**src/rtl/mem_arb_pkg.sv**
```systemverilog
// Shared types and constants for the memory port arbiter:
// FSM state encoding, requester-owner encoding and store-width codes.
package mem_arb_pkg;

    typedef enum logic {
        IDLE    = 1'b0,
        RD_WAIT = 1'b1
    } state_e;

    // Which requester owns the read currently in flight.
    typedef enum logic {
        OWN_IF = 1'b0,
        OWN_LS = 1'b1
    } owner_e;

    // Store-width codes as emitted by the control unit; code 3 behaves as word.
    localparam logic [1:0] WSEL_WORD = 2'd0;
    localparam logic [1:0] WSEL_HALF = 2'd1;
    localparam logic [1:0] WSEL_BYTE = 2'd2;

endpackage

```
**src/rtl/mem_be_gen.sv**
```systemverilog
// Store lane steering: turns a store-width code and the low address bits
// into byte enables, and replicates narrow store data across all lanes so
// the enabled lane always carries the right bytes.
module mem_be_gen
    import mem_arb_pkg::*;
(
    input  logic [1:0]  wsel,
    input  logic [1:0]  addr_lo,
    input  logic [31:0] wdata,
    output logic [3:0]  be,
    output logic [31:0] wdata_rep
);

    // Decode width code; half stores ignore addr_lo[0] (no misaligned halves).
    always_comb begin
        be        = 4'b1111;
        wdata_rep = wdata;
        case (wsel)
            WSEL_HALF: begin
                be        = addr_lo[1] ? 4'b1100 : 4'b0011;
                wdata_rep = {2{wdata[15:0]}};
            end
            WSEL_BYTE: begin
                be        = 4'b0001 << addr_lo;
                wdata_rep = {4{wdata[7:0]}};
            end
            default: begin
                be        = 4'b1111;
                wdata_rep = wdata;
            end
        endcase
    end

endmodule

```
**src/rtl/mem_port_arbiter.sv**
```systemverilog
// Arbiter sharing one single-port memory between instruction fetch (if_*)
// and load/store (ls_*). One access outstanding at a time; load/store has
// priority. Stores complete in the grant cycle; reads park the FSM in
// RD_WAIT until the memory read latency has elapsed.
//
// Optional feature: define MEM_ARB_STARVE_GUARD_EN to force a fetch grant
// after STARVE_MAX consecutive load/store wins against a waiting fetch.
//
// Handshake: a requester holds *_req (and its address/data) until it sees
// *_gnt high in the same cycle; *_gnt is combinational from *_req and only
// ever asserted in IDLE. *_rvalid is a single-cycle pulse qualifying *_rdata.
module mem_port_arbiter
    import mem_arb_pkg::*;
#(
    parameter int AW         = 32,
    parameter int DW         = 32,
    parameter int MEM_LAT    = 2,
    parameter int STARVE_MAX = 4
) (
    input  logic          clk,
    input  logic          rst_n,
    input  logic          if_req,
    input  logic [AW-1:0] if_addr,
    output logic          if_gnt,
    output logic          if_rvalid,
    output logic [DW-1:0] if_rdata,
    input  logic          ls_req,
    input  logic          ls_we,
    input  logic [1:0]    ls_wsel,
    input  logic [AW-1:0] ls_addr,
    input  logic [DW-1:0] ls_wdata,
    output logic          ls_gnt,
    output logic          ls_rvalid,
    output logic [DW-1:0] ls_rdata,
    output logic          mem_en,
    output logic          mem_we,
    output logic [3:0]    mem_be,
    output logic [AW-1:0] mem_addr,
    output logic [DW-1:0] mem_wdata,
    input  logic [DW-1:0] mem_rdata,
    output state_e        dbg_state
);

    // Counter only needs to hold MEM_LAT-1.
    localparam int CW = (MEM_LAT > 1) ? $clog2(MEM_LAT) : 1;
    localparam logic [CW-1:0] CNT_LOAD = CW'(MEM_LAT - 1);

    // Reject parameter values the timing scheme cannot express.
    if (MEM_LAT < 1 || STARVE_MAX < 1) begin : g_bad_params
        $error("mem_port_arbiter: MEM_LAT and STARVE_MAX must be >= 1");
    end

    state_e        state_q, state_d;
    logic [CW-1:0] cnt_q, cnt_d;
    owner_e        owner_q, owner_d;
    logic [AW-1:0] addr_sel;
    logic [3:0]    gen_be;
    logic [DW-1:0] gen_wdata;
    logic          force_if;

    mem_be_gen u_be_gen (
        .wsel      (ls_wsel),
        .addr_lo   (ls_addr[1:0]),
        .wdata     (ls_wdata),
        .be        (gen_be),
        .wdata_rep (gen_wdata)
    );

`ifdef MEM_ARB_STARVE_GUARD_EN
    localparam int SW = $clog2(STARVE_MAX + 1);
    logic [SW-1:0] starve_q;

    assign force_if = if_req && (starve_q >= SW'(STARVE_MAX));

    // Count consecutive load/store wins while fetch waits; any fetch grant
    // or a fetch that stops asking clears the count.
    always_ff @(posedge clk or negedge rst_n) begin
        if (!rst_n) begin
            starve_q <= '0;
        end else if (!if_req || if_gnt) begin
            starve_q <= '0;
        end else if (ls_gnt && (starve_q < SW'(STARVE_MAX))) begin
            starve_q <= starve_q + SW'(1);
        end
    end
`else
    assign force_if = 1'b0;
`endif

    // State, latency counter and read owner; reset abandons any pending read.
    always_ff @(posedge clk or negedge rst_n) begin
        if (!rst_n) begin
            state_q <= IDLE;
            cnt_q   <= '0;
            owner_q <= OWN_IF;
        end else begin
            state_q <= state_d;
            cnt_q   <= cnt_d;
            owner_q <= owner_d;
        end
    end

    // Arbitration, memory strobe generation and read-return routing.
    always_comb begin
        state_d   = state_q;
        cnt_d     = cnt_q;
        owner_d   = owner_q;
        if_gnt    = 1'b0;
        ls_gnt    = 1'b0;
        if_rvalid = 1'b0;
        ls_rvalid = 1'b0;
        if_rdata  = '0;
        ls_rdata  = '0;
        mem_en    = 1'b0;
        mem_we    = 1'b0;
        mem_be    = 4'b0000;
        mem_wdata = '0;
        addr_sel  = '0;
        case (state_q)
            IDLE: begin
                if (ls_req && !force_if) begin
                    ls_gnt   = 1'b1;
                    mem_en   = 1'b1;
                    addr_sel = ls_addr;
                    if (ls_we) begin
                        mem_we    = 1'b1;
                        mem_be    = gen_be;
                        mem_wdata = gen_wdata;
                    end else begin
                        state_d = RD_WAIT;
                        cnt_d   = CNT_LOAD;
                        owner_d = OWN_LS;
                    end
                end else if (if_req) begin
                    if_gnt   = 1'b1;
                    mem_en   = 1'b1;
                    addr_sel = if_addr;
                    state_d  = RD_WAIT;
                    cnt_d    = CNT_LOAD;
                    owner_d  = OWN_IF;
                end
            end
            RD_WAIT: begin
                if (cnt_q == '0) begin
                    state_d = IDLE;
                    if (owner_q == OWN_LS) begin
                        ls_rvalid = 1'b1;
                        ls_rdata  = mem_rdata;
                    end else begin
                        if_rvalid = 1'b1;
                        if_rdata  = mem_rdata;
                    end
                end else begin
                    cnt_d = cnt_q - CW'(1);
                end
            end
            default: state_d = IDLE;
        endcase
    end

    // Memory is word addressed: drop the byte offset.
    assign mem_addr  = addr_sel & ~AW'(3);
    assign dbg_state = state_q;

endmodule

```
**config.mk**
```make
export PLATFORM = sky130hd
export DESIGN_NAME = mem_port_arbiter
export DESIGN_NICKNAME = d
export VERILOG_FILES = /design/src/rtl/mem_arb_pkg.sv /design/src/rtl/mem_be_gen.sv /design/src/rtl/mem_port_arbiter.sv
export SDC_FILE = /design/constraint.sdc
export NUM_CORES = 1
export LEC_CHECK = 0
export ABC_AREA = 1
export CORE_AREA = 2 2 107 109
export DETAILED_ROUTE_END_ITERATION = 16
export DIE_AREA = 0 0 109 111
export GPL_TIMING_DRIVEN = 0
export MAX_ROUTING_LAYER = met4
export SLEW_MARGIN = 0
export SYNTH_ARGS = -nofsm -noshare
export SYNTH_HDL_FRONTEND = slang
export SYNTH_SLANG_ARGS = --single-unit
```
**constraint.sdc**
```tcl
create_clock -name clk -period 3.2 [get_ports clk]
set_clock_uncertainty 0.2 [all_clocks]
set_input_delay 0.96 -clock clk [delete_from_list [all_inputs] [get_ports clk]]
set_output_delay 0.96 -clock clk [all_outputs]
set_load 0.05 [all_outputs]
```
==> impl_metrics.csv, run 1 <==
group,metric,value,unit
logic_synthesis,synth_cell_type_count,21,
critical_path,crit_slowest_cell,"ha_4",
timing,rsz0062_at_grt,"yes",
logic_synthesis,yosysMostFrequentCell,"nand2_1",
logic_synthesis,yosysTopAreaCell,"nand2_1",
worst_hold_path,hold_path.class,"register to register",
timing,fmax,313,MHz
critical_path,r2r_end,"owner_q",
timing,holdWs,326,ps
critical_path,path_cells,"buf_8, inv_6, ha_4, inv_8, buf_8, or2_0, nand2_2, nor2_4, buf_8",
logic_synthesis,synth-compound-area-share,4.20,%
logic_synthesis,netlist_instances,374,
route,drt_iter0_drc,149,
critical_path,crit_path_end_kind,"output port",
timing,finalCriticalPeriod,3200,ps
final_layout,area_growth,228,%
timing,setup_ws,1.44,ps
timing,tightest_slew,582,ps
logic_synthesis,synth_common_cells,"nand2_1, nor2_1, inv_1",
timing,max-slew-margin-rel,61.1,%
route,drc_errors,0,
global_route,grt_pass1_wl,17000,µm
critical_path,path_max_fanout,7,
logic_synthesis,async_flop_share,100,%
clock_network,root_buffer,"clkbuf_16",
clock_network,clkLatencyLatePin,220,ps
global_route,grt-ovfl-total,0,
logic_synthesis,ys.flop_type,"dfrtp_1",
logic_synthesis,yosys_warnings,0,
logic_synthesis,ys_seq_area_share,4.50,%
place,place_congestion,0.807,
clock_network,cts_buffers,3,
logic_synthesis,synth_mux_area_share,0,%
logic_synthesis,synth_seq_cells,3,
floorplanning,io_pins,274,
timing,totalNegativeSetupSlack,0,ps
floorplanning,core_area,11100,µm²
route,num_vias,3240,
final_layout,final_nets,802,
clock_network,hold_buffers,0,
final_layout,multiInputGateArea,1720,µm²
critical_path,cp-startpoint,"ls_wsel[0]",
route,ant_nets,0,
clock_network,cts_buffer_depth,2,
critical_path,worst_ep_arrival_time,2040,ps
pwr,power.leakage,2.62,nW
global_route,antenna_found_initial,1,
logic_synthesis,synth_top_family_by_area,"simple AND/OR/NAND/NOR gates",
critical_path,path_class,"input port to output port",
place,portBuffers,269,
timing,setup_violations,0,
critical_path,r2r-start,"dbg_state",
critical_path,cp-start-kind,"input port",
critical_path,r2r_cells,5,
critical_path,r2r_slack,2070,ps
global_route,grt_pass1_vias,3363,
timing,hold_viol,0,
route,routed_via_density,4.01,
clock_network,cts_tree,"done",
global_route,grt_usage,18.1,%
critical_path,slowest_delay,290,ps
clock_network,cts.sinks,3,
pwr,power_density,532,nW/µm²
logic_synthesis,synthAdderAreaFrac,2.25,%
timing,slew_viol_final,0,
logic_synthesis,netlist_area,1670,µm²
critical_path,crit_path_end,"mem_wdata[23]",
logic_synthesis,netlist.area_leader.share,29.5,%
outcome,status,"finished clean",
floorplanning,die_area,12100,µm²
logic_synthesis,synth-xor-area-share,0,%
clock_network,htreeDepth,1,
route,drt-wirelength-per-cell,13.7,µm
flow_run,cap_violations,0,
final_layout,seq_area,75.1,µm²
critical_path,crit_cells,9,
pwr,max-vdd-ir-drop,259,µV
place,dp_slack,-1280,ps
floorplanning,dieHeight,111,µm
place,hpwlAfterDp,9000,µm
logic_synthesis,synth-simple-area-share,65.8,%
floorplanning,rows,39,
floorplanning,die_w,109,µm
logic_synthesis,avgSynthCellArea,4.46,µm²
route,wl,11100,µm
critical_path,path_buf_inv,5,
final_layout,drive_gt1_share,41.0,%
final_layout,fillers,1119,
critical_path,cpMostUsedCell,"buf_8",
logic_synthesis,synth_edf_count,0,
critical_path,critPathTopFamily,"buffers and inverters",
timing,finalCritPeriodShare,100,%
clock_network,path_clk_slew,30,ps
logic_synthesis,synthTopCellsByArea,"nand2_1, nor2_1, inv_1",
critical_path,worstPathRequired,2040,ps
route,drtPass1Iterations,4,
floorplanning,start_util,15.0,%
global_route,grt_max_degree,11,
repair_timing:
action	in CTS	in global routing
gates resized for setup	762	19
cloned	4	1
hold endpoints to repair	0	0
pin swaps	24	9
setup buffers	8	3
setup endpoints to repair	134	33
tightest hold or removal path: stages (launching register included):
cell	delay (ps)
dfrtp_1	380
nand2_1	70
nand2_1	50
layout by cell type, fill, tap and decap left out, drive strengths merged:
master,synthesis,final
nand3,13,13
dfrtp,3,3
or2,8,8
inv,55,55
ha,3,3
dlymetal6s2s,0,4
clkdlybuf4s15,0,65
diode,0,1
a21oi,12,12
o21ai,2,2
dlygate4sd2,0,9
nand2,132,132
clkdlybuf4s50,0,118
clkdlybuf4s18,0,1
buf,23,109
conb,1,2
clkbuf,0,5
nor2,121,121
nand4,1,1
flip-flops by register name (all words and copies together) (netlist names):
signal,flops
cnt_q,1
dbg_state,1
owner_q,1
layer usage:
metal  share of wire, %  up-vias  wire length (µm)  GRT usage (%)
met3                9.5       10              1050           4.53
met4               0.99        0               110           2.65
li1                   -     1661                 -              -
met1                 37     1424              4040           18.9
met5                  0        -                 0              -
met2                 53      145              5860           34.2
metrics by stage:
| step | total power [mW] | std cells | util (%) | area [µm²] |
|---|---|---|---|---|
| global placement | 2.61 | 787 | 43.0 | 4760 |
| global route | 3.06 | 807 | 49.3 | 5470 |
| floorplan | 1.72 | 375 | - | 1890 |
| finish | 2.91 | 807 | 49.3 | 5470 |
| detailed placement | 2.62 | 787 | 43.0 | 4760 |
| CTS | 2.91 | 803 | 48.6 | 5380 |
worst min-delay path by stage:
stage | startpoint | end | depth (start not counted)
after floorplan | owner_q | owner_q | 2
after global placement | owner_q | owner_q | 2
after detailed placement | owner_q | owner_q | 2
after CTS | owner_q | owner_q | 2
after global routing | owner_q | owner_q | 2
final | owner_q | owner_q | 2
where the power goes:
group	internal (mW)	switching [mW]
clock network	0.164	0.0332
logic	0.869	1.77
registers	0.0576	0.0136
total	1.09	1.82
kinds of logic (layout without fill, tap and decap cells):
family,count (synthesis),after routing
AND/OR/NAND/NOR,275,275
AO/OA/AOI/OAI,14,14
adder cells (fa/ha/maj),3,3
buffers and inverters,78,366
flip-flops,3,3
other,1,3
layout make-up:
cell class	count	share of cell area, %
multi-input combinational	294	31.5
clock buffer	4	1.44
inverter	55	4.01
tap	143	3.27
timing repair buffer	285	54.5
sequential	3	1.37
antenna	1	0.0458
buffer	22	3.78
Note: power is estimated with default switching activity, not from simulation.
==> inputs of run 2 (changes only) <==
--- a/config.mk
+++ b/config.mk
@@ -7,4 +7,5 @@
 export LEC_CHECK = 0
 export ABC_AREA = 1
+export CAP_MARGIN = 40
 export CORE_AREA = 2 2 107 109
 export DETAILED_ROUTE_END_ITERATION = 16
==> constraint.sdc (replaced) <==
create_clock -name clk -period 3.2 [get_ports clk]
set_clock_uncertainty 0.2 [all_clocks]
set_input_delay 0.96 -clock clk [delete_from_list [all_inputs] [get_ports clk]]
set_output_delay 0.96 -clock clk [all_outputs]
set_load 0.005 [all_outputs]
==> run 2 against run 1 <==
The run now ends with setup timing left. Critical path depth stayed put. Worst setup slack got worse by 40 ps. Cell area shrank 9.1%. Clock-buffer cell count stayed put. Clock power about the same. Routed wire length decreased by 3.3%. Largest cell class unchanged.
==> impl_metrics.csv, run 2 (synthesis gave the netlist of run 1 again) <==
group,metric,value,unit
global_route,grt_max_degree,11,
floorplanning,rows,39,
floorplanning,io_pins,274,
critical_path,crit_path_end_kind,"output port",
timing,setup_violations,6,
timing,finalCritPeriodShare,101,%
place,dp_cells,787,
route,ant_nets,0,
place,portBuffers,269,
route,num_vias,3329,
timing,rsz0062_at_grt,"yes",
floorplanning,core_area,11100,µm²
final_layout,mostFrequentLayoutCell,"clkdlybuf4s50_1",
timing,fmax,309,MHz
floorplanning,dieHeight,111,µm
clock_network,clkLatencyLatePin,220,ps
clock_network,htreeDepth,1,
final_layout,fillers,1219,
outcome,violations,"setup timing",
clock_network,root_buffer,"clkbuf_16",
timing,hold_viol,0,
route,drtPass1Iterations,4,
timing,setup_ws,-38.5,ps
floorplanning,start_util,15.0,%
global_route,grt_pass1_vias,3367,
route,routed_via_density,4.01,
final_layout,fin_util,44.8,%
clock_network,cts.sinks,3,
place,hpwlAfterDp,8490,µm
critical_path,worst_ep_arrival_time,2080,ps
critical_path,cp-start-kind,"input port",
pwr,power_density,341,nW/µm²
route,wl,10700,µm
clock_network,cts_buffers,3,
floorplanning,die_area,12100,µm²
route,drt-wirelength-per-cell,12.9,µm
clock_network,cts_tree,"done",
clock_network,cts_buffer_depth,2,
floorplanning,die_w,109,µm
critical_path,path_class,"input port to output port",
global_route,grt-ovfl-total,0,
outcome,status,"finished, violations left",
final_layout,final_nets,826,
flow_run,cap_violations,0,
clock_network,path_clk_slew,30,ps
global_route,grt_usage,17.0,%
worst_hold_path,hold_path.class,"register to register",
final_layout,most-common-layout-cells,"clkdlybuf4s50_1, nand2_1, nor2_1",
route,drc_errors,0,
critical_path,worstPathRequired,2040,ps
pwr,power.leakage,2.89,nW
global_route,antenna_found_initial,0,
critical_path,r2r_slack,2040,ps
final_layout,drive_gt1_share,21.3,%
final_layout,diodes,0,
final_layout,layout.cells.non_filler,830,
place,place_congestion,0.903,
critical_path,path_max_fanout,5,
pwr,max-vdd-ir-drop,237,µV
final_layout,area_growth,198,%
timing,finalCriticalPeriod,3240,ps
route,drt_iter0_drc,92,
timing,slew_viol_final,0,
global_route,grt_pass1_wl,16200,µm
run 2: path summary, 6_finish.rpt:
check | start | to | cells after the start
max | ls_wsel[1] | mem_wdata[22] | 9
min | owner_q | owner_q | 2
max reg2reg | dbg_state | owner_q | 5
min reg2reg | owner_q | owner_q | 2
max in group asynchronous | rst_n | cnt_q | 1
min in group asynchronous | rst_n | owner_q | 1
run 2: critical path: stages:
cell	delay, ps
buf_6	100
ha_4	290
inv_8	50
buf_8	120
buf_6	120
or2_1	200
nand2_1	70
nor2_1	40
buf_2	130
run 2: stage by stage:
stage	total power, mW	hold WS [ps]	setup TNS, ps	setup WS, ps	cell area, µm²
floorplan	0.589	285	0	156	1670
global placement	1.47	310	-50510	-1010	4540
detailed placement	1.48	327	-53550	-1040	4540
CTS	1.69	334	-647	-95.3	4930
global route	1.85	368	-693	-88.9	4970
finish	1.69	332	-138	-38.5	4970
run 2: power by group:
part | total [mW] | internal, mW | switching (mW)
sequential | 0.0710 | 0.0575 | 0.0134
clock | 0.199 | 0.164 | 0.0341
combinational | 1.42 | 0.785 | 0.640
total | 1.69 | 1.01 | 0.687
run 2: layout make-up:
class	instances	area [µm²]	share of cell area [%]
flip-flops and latches	3	75.1	1.51
multi-input cells	294	1350	27.1
inverters	55	229	4.61
repair buffers	309	2850	57.3
plain buffers	22	214	4.31
clock buffers	4	78.8	1.59
well taps	143	179	3.60
run 2: timing repair:
item                                    CTS  global route
buffers inserted                         29             4
endpoints found under the setup margin  134            46
hold buffers                              0             0
gates resized for setup                 309            30
cloned                                    6             1
endpoints found under the hold margin     0             0
pin swaps                                30             8
run 2: routing by layer:
| metal | up-vias | GRT usage, % | part of all wire, % |
|---|---|---|---|
| li1 | 1703 | - | - |
| met1 | 1436 | 19.1 | 40 |
| met2 | 170 | 31.3 | 50 |
| met3 | 20 | 2.59 | 8.0 |
| met4 | 0 | 3.68 | 2.2 |
| met5 | - | - | 0 |
